### config.mk
export PLATFORM = sky130hd
export DESIGN_NAME = trace_capture_buffer
export DESIGN_NICKNAME = d
export VERILOG_FILES = /design/src/rtl/trace_pkg.sv /design/src/rtl/trace_ram.sv /design/src/rtl/trace_capture_buffer.sv
export SDC_FILE = /design/constraint.sdc
export NUM_CORES = 1
export LEC_CHECK = 0
export CELL_PAD_IN_SITES_DETAIL_PLACEMENT = 0
export CELL_PAD_IN_SITES_GLOBAL_PLACEMENT = 1
export CORE_AREA = 2 2 371 281
export CTS_CLUSTER_DIAMETER = 120
export DETAILED_ROUTE_END_ITERATION = 16
export DIE_AREA = 0 0 373 283
export PLACE_DENSITY = 0.68
export SETUP_SLACK_MARGIN = 0.02
export SKIP_LAST_GASP = 1
export SYNTH_ARGS = -nofsm -noshare
export SYNTH_HDL_FRONTEND = slang
export SYNTH_HIERARCHICAL = 1
export SYNTH_SLANG_ARGS = --single-unit
### constraint.sdc
create_clock -name clk -period 8.5 [get_ports clk]
set_input_delay 1.275 -clock clk [delete_from_list [all_inputs] [get_ports clk]]
set_output_delay 1.275 -clock clk [all_outputs]
set_load 0.02 [all_outputs]
### src/rtl/trace_pkg.sv
// Shared types for the trace capture buffer.
//   trace_state_e : FSM encoding, also driven out on the state port
//   trace_entry_t : one captured {pc, instr} pair, same packing as debug_out
package trace_pkg;

  localparam int TRACE_XLEN = 32;

  typedef enum logic [1:0] {
    IDLE    = 2'd0,
    CAPTURE = 2'd1,
    POST    = 2'd2,
    DRAIN   = 2'd3
  } trace_state_e;

  typedef struct packed {
    logic [TRACE_XLEN-1:0] pc;
    logic [TRACE_XLEN-1:0] instr;
  } trace_entry_t;

endpackage

### src/rtl/trace_ram.sv
// Register-array storage for captured trace entries.
// One synchronous write port, one asynchronous (combinational) read port.
// The array is deliberately not reset; readers only look at written slots.
// Ports:
//   clk     : clock
//   wr_en   : write strobe
//   wr_addr : write slot
//   wr_data : entry to store
//   rd_addr : read slot
//   rd_data : entry at rd_addr (combinational)
module trace_ram #(
  parameter int DEPTH = 16,
  parameter int WIDTH = 64
) (
  input  logic                     clk,
  input  logic                     wr_en,
  input  logic [$clog2(DEPTH)-1:0] wr_addr,
  input  logic [WIDTH-1:0]         wr_data,
  input  logic [$clog2(DEPTH)-1:0] rd_addr,
  output logic [WIDTH-1:0]         rd_data
);

  logic [WIDTH-1:0] mem [DEPTH];

  always_ff @(posedge clk) begin
    if (wr_en) mem[wr_addr] <= wr_data;
  end

  assign rd_data = mem[rd_addr];

endmodule

### src/rtl/trace_capture_buffer.sv
// Circular capture of retired {pc, instr} pairs with optional PC-match
// trigger and a valid/ready drain port that returns history oldest-first.
// Ports:
//   clk, rst          : clock, async active-high reset
//   trace_in/valid    : retired instruction stream ({pc, instr})
//   arm / stop        : start capture (IDLE) / end capture (CAPTURE)
//   trig_en / trig_pc : PC-match trigger
//   rd_valid/ready    : drain handshake; rd_data oldest unread entry
//   rd_last           : rd_data is the final entry of the capture
//   count             : entries held
//   overflow          : sticky, an entry was overwritten this capture
//   state             : current FSM state
//
// state   | meaning
// IDLE    | waiting for arm, trace input ignored
// CAPTURE | recording every valid entry, watching for trigger/stop
// POST    | recording a fixed number of entries after the trigger
// DRAIN   | writes inhibited, entries handed out over the read port
module trace_capture_buffer
  import trace_pkg::*;
#(
  parameter int DEPTH     = 16,
  parameter int XLEN      = TRACE_XLEN,
  parameter int POST_TRIG = 4
) (
  input  logic                     clk,
  input  logic                     rst,
  input  logic [2*XLEN-1:0]        trace_in,
  input  logic                     trace_valid,
  input  logic                     arm,
  input  logic                     stop,
  input  logic                     trig_en,
  input  logic [XLEN-1:0]          trig_pc,
  output logic                     rd_valid,
  input  logic                     rd_ready,
  output logic [2*XLEN-1:0]        rd_data,
  output logic                     rd_last,
  output logic [$clog2(DEPTH):0]   count,
  output logic                     overflow,
  output logic [1:0]               state
);

  localparam int PTR_W = $clog2(DEPTH);
  localparam int CNT_W = PTR_W + 1;
  localparam logic [CNT_W-1:0] CNT_FULL  = CNT_W'(DEPTH);
  localparam logic [PTR_W-1:0] POST_INIT = PTR_W'(POST_TRIG);

  trace_state_e     state_q, state_d;
  logic [PTR_W-1:0] wr_ptr_q, wr_ptr_d;
  logic [PTR_W-1:0] rd_ptr_q, rd_ptr_d;
  logic [CNT_W-1:0] count_q, count_d;
  logic [PTR_W-1:0] post_cnt_q, post_cnt_d;
  logic             overflow_q, overflow_d;

  logic             wr_en;
  logic [PTR_W-1:0] wr_ptr_w;
  logic [CNT_W-1:0] count_w;
  logic [PTR_W-1:0] drain_ptr;
  logic             trig_hit;
  logic             rd_fire;

  // Post-write pointer/count for this cycle; used both to update state and
  // to locate the oldest entry when switching into DRAIN on the same edge.
  assign wr_en     = (state_q == CAPTURE || state_q == POST) && trace_valid;
  assign wr_ptr_w  = wr_en ? wr_ptr_q + PTR_W'(1) : wr_ptr_q;
  assign count_w   = (wr_en && count_q != CNT_FULL) ? count_q + CNT_W'(1) : count_q;
  // count may equal DEPTH; truncation makes that a full lap back to wr_ptr.
  assign drain_ptr = wr_ptr_w - count_w[PTR_W-1:0];
  assign trig_hit  = trig_en && trace_valid && (trace_in[2*XLEN-1:XLEN] == trig_pc);

  assign rd_valid  = (state_q == DRAIN) && (count_q != '0);
  assign rd_last   = rd_valid && (count_q == CNT_W'(1));
  assign rd_fire   = rd_valid && rd_ready;

  always_comb begin
    state_d    = state_q;
    wr_ptr_d   = wr_ptr_q;
    rd_ptr_d   = rd_ptr_q;
    count_d    = count_q;
    post_cnt_d = post_cnt_q;
    overflow_d = overflow_q;
    case (state_q)
      IDLE: begin
        if (arm) begin
          state_d    = CAPTURE;
          wr_ptr_d   = '0;
          count_d    = '0;
          overflow_d = 1'b0;
        end
      end
      CAPTURE: begin
        wr_ptr_d = wr_ptr_w;
        count_d  = count_w;
        if (wr_en && count_q == CNT_FULL) overflow_d = 1'b1;
        if (stop) begin
          if (count_w == '0) begin
            state_d = IDLE;
          end else begin
            state_d  = DRAIN;
            rd_ptr_d = drain_ptr;
          end
        end else if (trig_hit) begin
          if (POST_TRIG == 0) begin
            state_d  = DRAIN;
            rd_ptr_d = drain_ptr;
          end else begin
            state_d    = POST;
            post_cnt_d = POST_INIT;
          end
        end
      end
      POST: begin
        wr_ptr_d = wr_ptr_w;
        count_d  = count_w;
        if (wr_en) begin
          if (count_q == CNT_FULL) overflow_d = 1'b1;
          post_cnt_d = post_cnt_q - PTR_W'(1);
          if (post_cnt_q == PTR_W'(1)) begin
            state_d  = DRAIN;
            rd_ptr_d = drain_ptr;
          end
        end
      end
      DRAIN: begin
        if (rd_fire) begin
          rd_ptr_d = rd_ptr_q + PTR_W'(1);
          count_d  = count_q - CNT_W'(1);
          if (count_q == CNT_W'(1)) state_d = IDLE;
        end
      end
      default: state_d = IDLE;
    endcase
  end

  always_ff @(posedge clk or posedge rst) begin
    if (rst) begin
      state_q    <= IDLE;
      wr_ptr_q   <= '0;
      rd_ptr_q   <= '0;
      count_q    <= '0;
      post_cnt_q <= '0;
      overflow_q <= 1'b0;
    end else begin
      state_q    <= state_d;
      wr_ptr_q   <= wr_ptr_d;
      rd_ptr_q   <= rd_ptr_d;
      count_q    <= count_d;
      post_cnt_q <= post_cnt_d;
      overflow_q <= overflow_d;
    end
  end

  trace_ram #(
    .DEPTH (DEPTH),
    .WIDTH (2*XLEN)
  ) u_ram (
    .clk     (clk),
    .wr_en   (wr_en),
    .wr_addr (wr_ptr_q),
    .wr_data (trace_in),
    .rd_addr (rd_ptr_q),
    .rd_data (rd_data)
  );

  assign count    = count_q;
  assign overflow = overflow_q;
  assign state    = state_q;

endmodule

==> results of run 1 <==
## metrics by stage
step	hold WS, ns	instances	setup WS, ns	power (mW)
2_1_floorplan	0.512	1852	1.52	9.27
3_5_place_dp	0.501	3319	3.42	11.1
6_report	0.512	3506	2.77	15.3
5_1_grt	0.546	3505	2.48	16.0
3_3_place_gp	0.512	3319	3.42	11.0
4_1_cts	0.520	3504	2.64	15.6
## worst paths after layout
kind                              from                 to  slack (ns)  cells after the start
setup reg to reg              state[0]  u_ram/mem[15][59]        4.30                      7
min in group asynchronous          rst        wr_ptr_q[2]        1.09                      2
hold reg to reg               overflow           overflow        0.51                      1
max in group asynchronous          rst        rd_ptr_q[0]        6.75                      2
setup / recovery           rd_ptr_q[0]        rd_data[47]        2.77                      5
hold / removal                overflow           overflow        0.51                      1
## layout by cell type, fill, tap and decap left out, drive strengths merged, types with 3 or more instances in the layout
| cell | instances |
|---|---|
| edfxtp | 1024 |
| mux4 | 256 |
| clkdlybuf4s50 | 176 |
| a22oi | 132 |
| clkbuf | 116 |
| nand2 | 88 |
| clkinv | 49 |
| xnor2 | 37 |
| buf | 29 |
| nor2 | 25 |
| inv | 22 |
| dfrtp | 20 |
| o21ai | 19 |
| nand4 | 16 |
| nand3 | 15 |
| ha | 15 |
| bufinv | 13 |
| a21oi | 12 |
| nor3 | 12 |
| and3 | 6 |
| xor2 | 5 |
| nand2b | 5 |
| a22o | 5 |
| mux2 | 5 |
| nor4 | 4 |
| nor2b | 4 |
| a21o | 3 |
| a31oi | 3 |
| o211ai | 3 |
| mux2i | 3 |
## worst reg2reg max path, delay by kind of cell, from the launching register on
family	cells	cell delay [ns]
adder cells (fa/ha/maj)	1	0.72
buffers and inverters	3	1.11
flip-flops	1	0.45
AND/OR/NAND/NOR	3	1.44
## power by group through the flow
stage	Clock, mW	Sequential, mW	Combinational, mW
3_5_place_dp	0	6.20	4.88
2_1_floorplan	0	6.06	3.21
4_1_cts	4.57	6.10	4.89
5_1_grt	4.77	6.12	5.12
3_3_place_gp	0	6.19	4.85
6_report	4.46	6.09	4.80
## cells by family after synthesis
family                   Yosys count  share of synthesized area
buffers and inverters            107                     0.0138
adder cells (fa/ha/maj)           15                    0.00462
XOR/XNOR                          42                    0.00906
flip-flops                      1044                      0.770
AND/OR/NAND/NOR                  187                     0.0226
multiplexers                     264                      0.145
AO/OA/AOI/OAI                    193                     0.0351
## area by class of cell
cell class / count / area share
flip-flops and latches: 1044 / 0.661
multi-input cells: 701 / 0.188
clock buffers: 116 / 0.0542
repair buffers: 205 / 0.0429
well taps: 1352 / 0.0358
clock inverters: 69 / 0.0155
inverters: 17 / 0.00146
diodes: 2 / 0.000106
## registers in the layout, summed over array words and instances (netlist names), named ones only
register	count
post_cnt_q	4
u_ram/mem	1024
overflow	1
state	1
wr_ptr_q	4
rd_ptr_q	4
count	5
## layer usage
layer  vias to the layer above  track usage
met5                         -            0
met4                         0       0.0454
met3                       129       0.0383
met2                       688        0.289
met1                     10700        0.265
li1                       8288            -
==> metrics.txt, run 1 <==
Yosys top cell by area=edfxtp_1; Initial Utilization=0.397; CP top delay family=buffers and inverters; multi-input logic area=about 8900 um2; HP Class=flop to flop; layout cells sized above 1=0.219; CP bufs+invs=2; final wirelength=97,800 um; Int Power=between 10 and 15 mW; Final min period=around 5.7 ns; number of synthesized flops with an enable pin=1,024; mapped cell area=just over 40,000 um2; clock-pin slew on the worst setup and hold paths=around 0.06 ns; async set or reset register ratio after synthesis=0.0192; Sequential Area=about 31,000 um2; switching share of power=0.310; setup TNS=0 ns; CTS tree=yes; Final GP Congestion=roughly 0.76; Antenna Nets Post-Route=0; slowest CP cell=dfrtp_4; Max rail drop VDD=between 0.2 and 0.25 mV; top post-synthesis cells by count=edfxtp_1 (1,024), mux4_2 (256), a22oi_1 (132); Worst EP required=7.22 ns; post-synthesis sequential area ratio=0.770; initial antenna violation count=1; top post-synthesis cells by area=edfxtp_1 (76%), mux4_2 (14%), a22oi_1 (2.4%); Flop pwr share=0.397; nets=around 2,200; most common cell in the netlist=edfxtp_1; pin count of the biggest net entering global routing=between 100 and 150; gr usage total=0.184; critical path type=flop to primary output; Pleak=approximately 15 nW; Synth top area share=0.758; Met1 Wirelength=approximately 43,000 um; wire length on met3=6680 um; commonest register cell after synthesis=edfxtp_1; Comb pwr share=0.313; post-route cell area=around 47,000 um2; Max-Cap Viols=0; RSZ-0062 raised after global routing=false; Avg Vias per Cell=~5.6; fill cell count=8,404; Mapped Avg Cell Area=between 20 and 25 um2; full die area=about 110,000 um2; Die W=approximately 370 um; Vias=between 15,000 and 20,000; root buffer cell=clkbuf_16; grt total ovfl=0; clock power share=0.291; Post-Syn Nets=1,970; Final Max Tran Viols=0; Final period util=0.675; Clock Latency Late Sink=around 0.68 ns; Setup violations, final=0; drt pass-1 iters=8; Die H=roughly 280 um; CTS Sinks=between 1,000 and 1,500; CP max stage delay=~1.1 ns; final core occ=0.462; DRT iter0 DRCs=around 1,900; outcome=finished clean; final HPWL from detailed placement=between 50,000 and 60,000 um; number of cell rows=a little over 100; Cell Pwr Density=325 nW/um2; synthesized flop and latch total=around 1,000; PostCTS Resize Cnt=0; Clock Path Buffers=3; highest metal used=met4; Critical Path Source Type=flop; Max Clock Skew=~0.038 ns; CTS Hold Bufs=0; Worst EP arrival=about 4.5 ns; DR WL/cell=roughly 28 um; cell area after placement=44,000 um2; Slew @ Worst Pin=about 1.3 ns; critical path cell sequence=buf_4 > mux4_2 > a22oi_1 > nand2_1 > clkdlybuf4s50_1; CP max FO=50; Syn-to-layout area delta=16.4%; net switching power figure=approximately 4.7 mW; Synth Instances=1,852; # DRC=0; Rel. slew slack=0.118; setup bufs post-CTS=0; first-pass GRT wire length=between 100,000 and 150,000 um; htree depth=3; Port-buffer cells=between 150 and 200; CTS buffer count=99; CP endpoint kind=primary output; routed wl met2=between 40,000 and 50,000 um; Fmax=~0.17 GHz; post-synthesis cell type count=between 60 and 70; vias in the first global route=around 20,000; Fin. Hold Viols=0; synth warn=6; # IOs=177; Core Area=between 100,000 and 150,000 um2
No activity file was read; power rests on OpenSTA's default activity.
==> run 2, diff against run 1 <==
==> constraint.sdc (replaced) <==
create_clock -name clk -period 5.87 [get_ports clk]
set_input_delay 0.8805 -clock clk [delete_from_list [all_inputs] [get_ports clk]]
set_output_delay 0.8805 -clock clk [all_outputs]
set_load 0.02 [all_outputs]
==> run 2 against run 1 <==
Sequential power is 44% higher. Global-route usage is essentially flat. First-iteration DRC count grew 7.1%. Critical path type unchanged. Largest power group unchanged.
==> metrics.txt, run 2 (same netlist as run 1, synthesis figures left out) <==
cell area after placement=44,300 um2 (was 44,000 um2); initial antenna violation count=0 (was 1); CTS Sinks=1,044 (unchanged); CP max FO=55 (was 50); RR Startpoint=state[0] (unchanged); post-route cell area=47,300 um2 (about the same); net switching power figure=6.78 mW (was 4.75 mW); pre-CTS setup slack=1.84 ns (was 3.42 ns); setup TNS=0 ns (unchanged); DR WL/cell=28.0 um (was 27.9 um); DRT iter0 DRCs=2,072 (was 1,935); Reg-to-Reg End=u_ram/mem[10][8] (was u_ram/mem[15][59]); critical path cell sequence=buf_4 > mux4_2 > a22oi_1 > nand2_1 > clkdlybuf4s50_1 (unchanged); htree depth=3 (unchanged); Port-buffer cells=176 (unchanged); Pleak=14.7 nW (was 14.8 nW); clock power share=0.278 (was 0.291); HP Class=flop to flop (unchanged); Final GP Congestion=0.786 (was 0.763); GR Util met3=0.0333 (was 0.0383); final wirelength=97,700 um (was 97,800 um); Syn-to-layout area delta=16.5% (was 16.4%); Avg Vias per Cell=5.71 (was 5.64); Hold Crit Start=overflow (unchanged); pin count of the biggest net entering global routing=85 (was 106); # DRC=0 (unchanged); PostCTS Resize Cnt=0 (unchanged); most frequent cells in the layout=edfxtp_1 (1,024), mux4_2 (256), clkdlybuf4s50_1 (176) (unchanged); vias in the first global route=20,300 (was 20,500); CP max stage delay=1.07 ns (was 1.12 ns); RSZ-0062 raised after global routing=false (unchanged); GRT busiest layer=met2 (unchanged); first-pass GRT wire length=142,000 um (about the same); Worst EP arrival=3.83 ns (was 4.46 ns); Fmax=roughly 0.21 GHz; Worst EP required=4.99 ns (was 7.22 ns); Die W=373 um (unchanged); drt pass-1 iters=6 (was 8); Fin. Hold Viols=0 (unchanged); Rel. slew slack=0.326 (was 0.118); Max-Cap Viols=0 (unchanged); slowest CP cell=dfrtp_4 (unchanged); Core Area=102,000 um2 (unchanged); nets=2,190 (was 2,186); Clock Path Buffers=3 (unchanged); hold endpoint=overflow (unchanged); outcome=finished clean (unchanged); Worst Setup Slack, final=1.16 ns (was 2.77 ns); gr usage total=0.185 (was 0.184); hold path depth=1 (unchanged); Comb pwr share=0.323 (was 0.313); final HPWL from detailed placement=52,800 um (about the same); n_diodes=0 (was 2); CTS Hold Bufs=0 (unchanged); Setup violations, final=0 (unchanged); CTS tree=yes (unchanged); most common library cell in the layout ignoring fill and taps=edfxtp_1 (unchanged); Final Max Tran Viols=0 (unchanged); Critical Path Source Type=flop (unchanged); Cell Pwr Density=463 nW/um2 (was 325 nW/um2); max reg flops=1,024 (unchanged); Vias=19,900 (was 19,800); Clock Latency Late Sink=0.66 ns (was 0.68 ns); CTS buffer count=95 (was 99); critical path type=flop to primary output (unchanged); switching share of power=0.309 (was 0.310); layout cells sized above 1=0.218 (was 0.219); root buffer cell=clkbuf_16 (unchanged); Slew @ Worst Pin=1.01 ns (was 1.32 ns); CP endpoint kind=primary output (unchanged); clock-pin slew on the worst setup and hold paths=0.06 ns (about the same); # IOs=177 (unchanged); worst reg2reg path depth=7 (unchanged); Flop pwr share=0.399 (was 0.397); Final period util=0.802; Largest Register=u_ram/mem (unchanged); Int Power=15.1 mW (was 10.6 mW); full die area=106,000 um2 (unchanged); setup bufs post-CTS=0 (unchanged); grt total ovfl=0 (unchanged); met1 usage=0.266 (was 0.265); Max Clock Skew=0.0236 ns (was 0.0382 ns); Die H=283 um (unchanged); Antenna Nets Post-Route=0 (unchanged); R2R Setup Slk=2.30 ns (was 4.30 ns); Final min period=about 4.7 ns; met2 Resource Use GR=0.294 (was 0.289); Max rail drop VDD=0.304 mV (was 0.232 mV); number of cell rows=102 (unchanged); Initial Utilization=0.397 (unchanged)
[run 2: power groups by stage]
stage          registers, mW  logic [mW]  clock network [mW]
2_1_floorplan           8.77        4.65                   0
3_3_place_gp            8.90        7.18                   0
3_5_place_dp            8.92        7.20                   0
4_1_cts                 8.76        7.23                6.21
5_1_grt                 8.78        7.59                6.49
6_report                8.75        7.08                6.08
[run 2: cell type report]
| type | instances | area, um2 |
|---|---|---|
| Fill cell | 8429 | 55000 |
| Sequential cell | 1044 | 31300 |
| Multi-Input combinational cell | 701 | 8930 |
| Clock buffer | 112 | 2480 |
| Timing Repair Buffer | 213 | 2300 |
| Tap cell | 1352 | 1690 |
| Clock inverter | 54 | 527 |
| Inverter | 17 | 68.8 |
[run 2: metal layers]
metal	wire [um]	up-vias
met4	2120	0
met3	5990	140
met1	42600	10800
li1	-	8278
met5	0	-
met2	47000	716
[run 2: worst max path at each step]
stage / from / to / slack (ns) / cells past startpoint
final: rd_ptr_q[1] / rd_data[46] / 1.16 / 5
after global routing: rd_ptr_q[1] / rd_data[46] / 0.93 / 5
after CTS: rd_ptr_q[1] / rd_data[46] / 1.10 / 5
after detailed placement: rd_ptr_q[1] / rd_data[46] / 1.84 / 5
after global placement: rd_ptr_q[1] / rd_data[46] / 1.84 / 5
after floorplan: flop / u_ram/mem[1][0] / 0.98 / 7
[run 2: critical path, delay by kind of cell (launching register included)]
kind            cells  cell delay [ns]
buf+inv             2             1.11
flops               1             1.07
simple gates        1             0.23
mux                 1             0.36
compound gates      1             0.35
[run 2: through the flow]
stage | power (mW) | util | std cells | hold WS (ns)
after floorplan | 13.4 | - | 1852 | 0.512
after global placement | 16.1 | 0.433 | 3327 | 0.505
after detailed placement | 16.1 | 0.433 | 3327 | 0.508
after CTS | 22.2 | 0.462 | 3493 | 0.525
after global routing | 22.9 | 0.462 | 3493 | 0.564
final | 21.9 | 0.462 | 3493 | 0.518
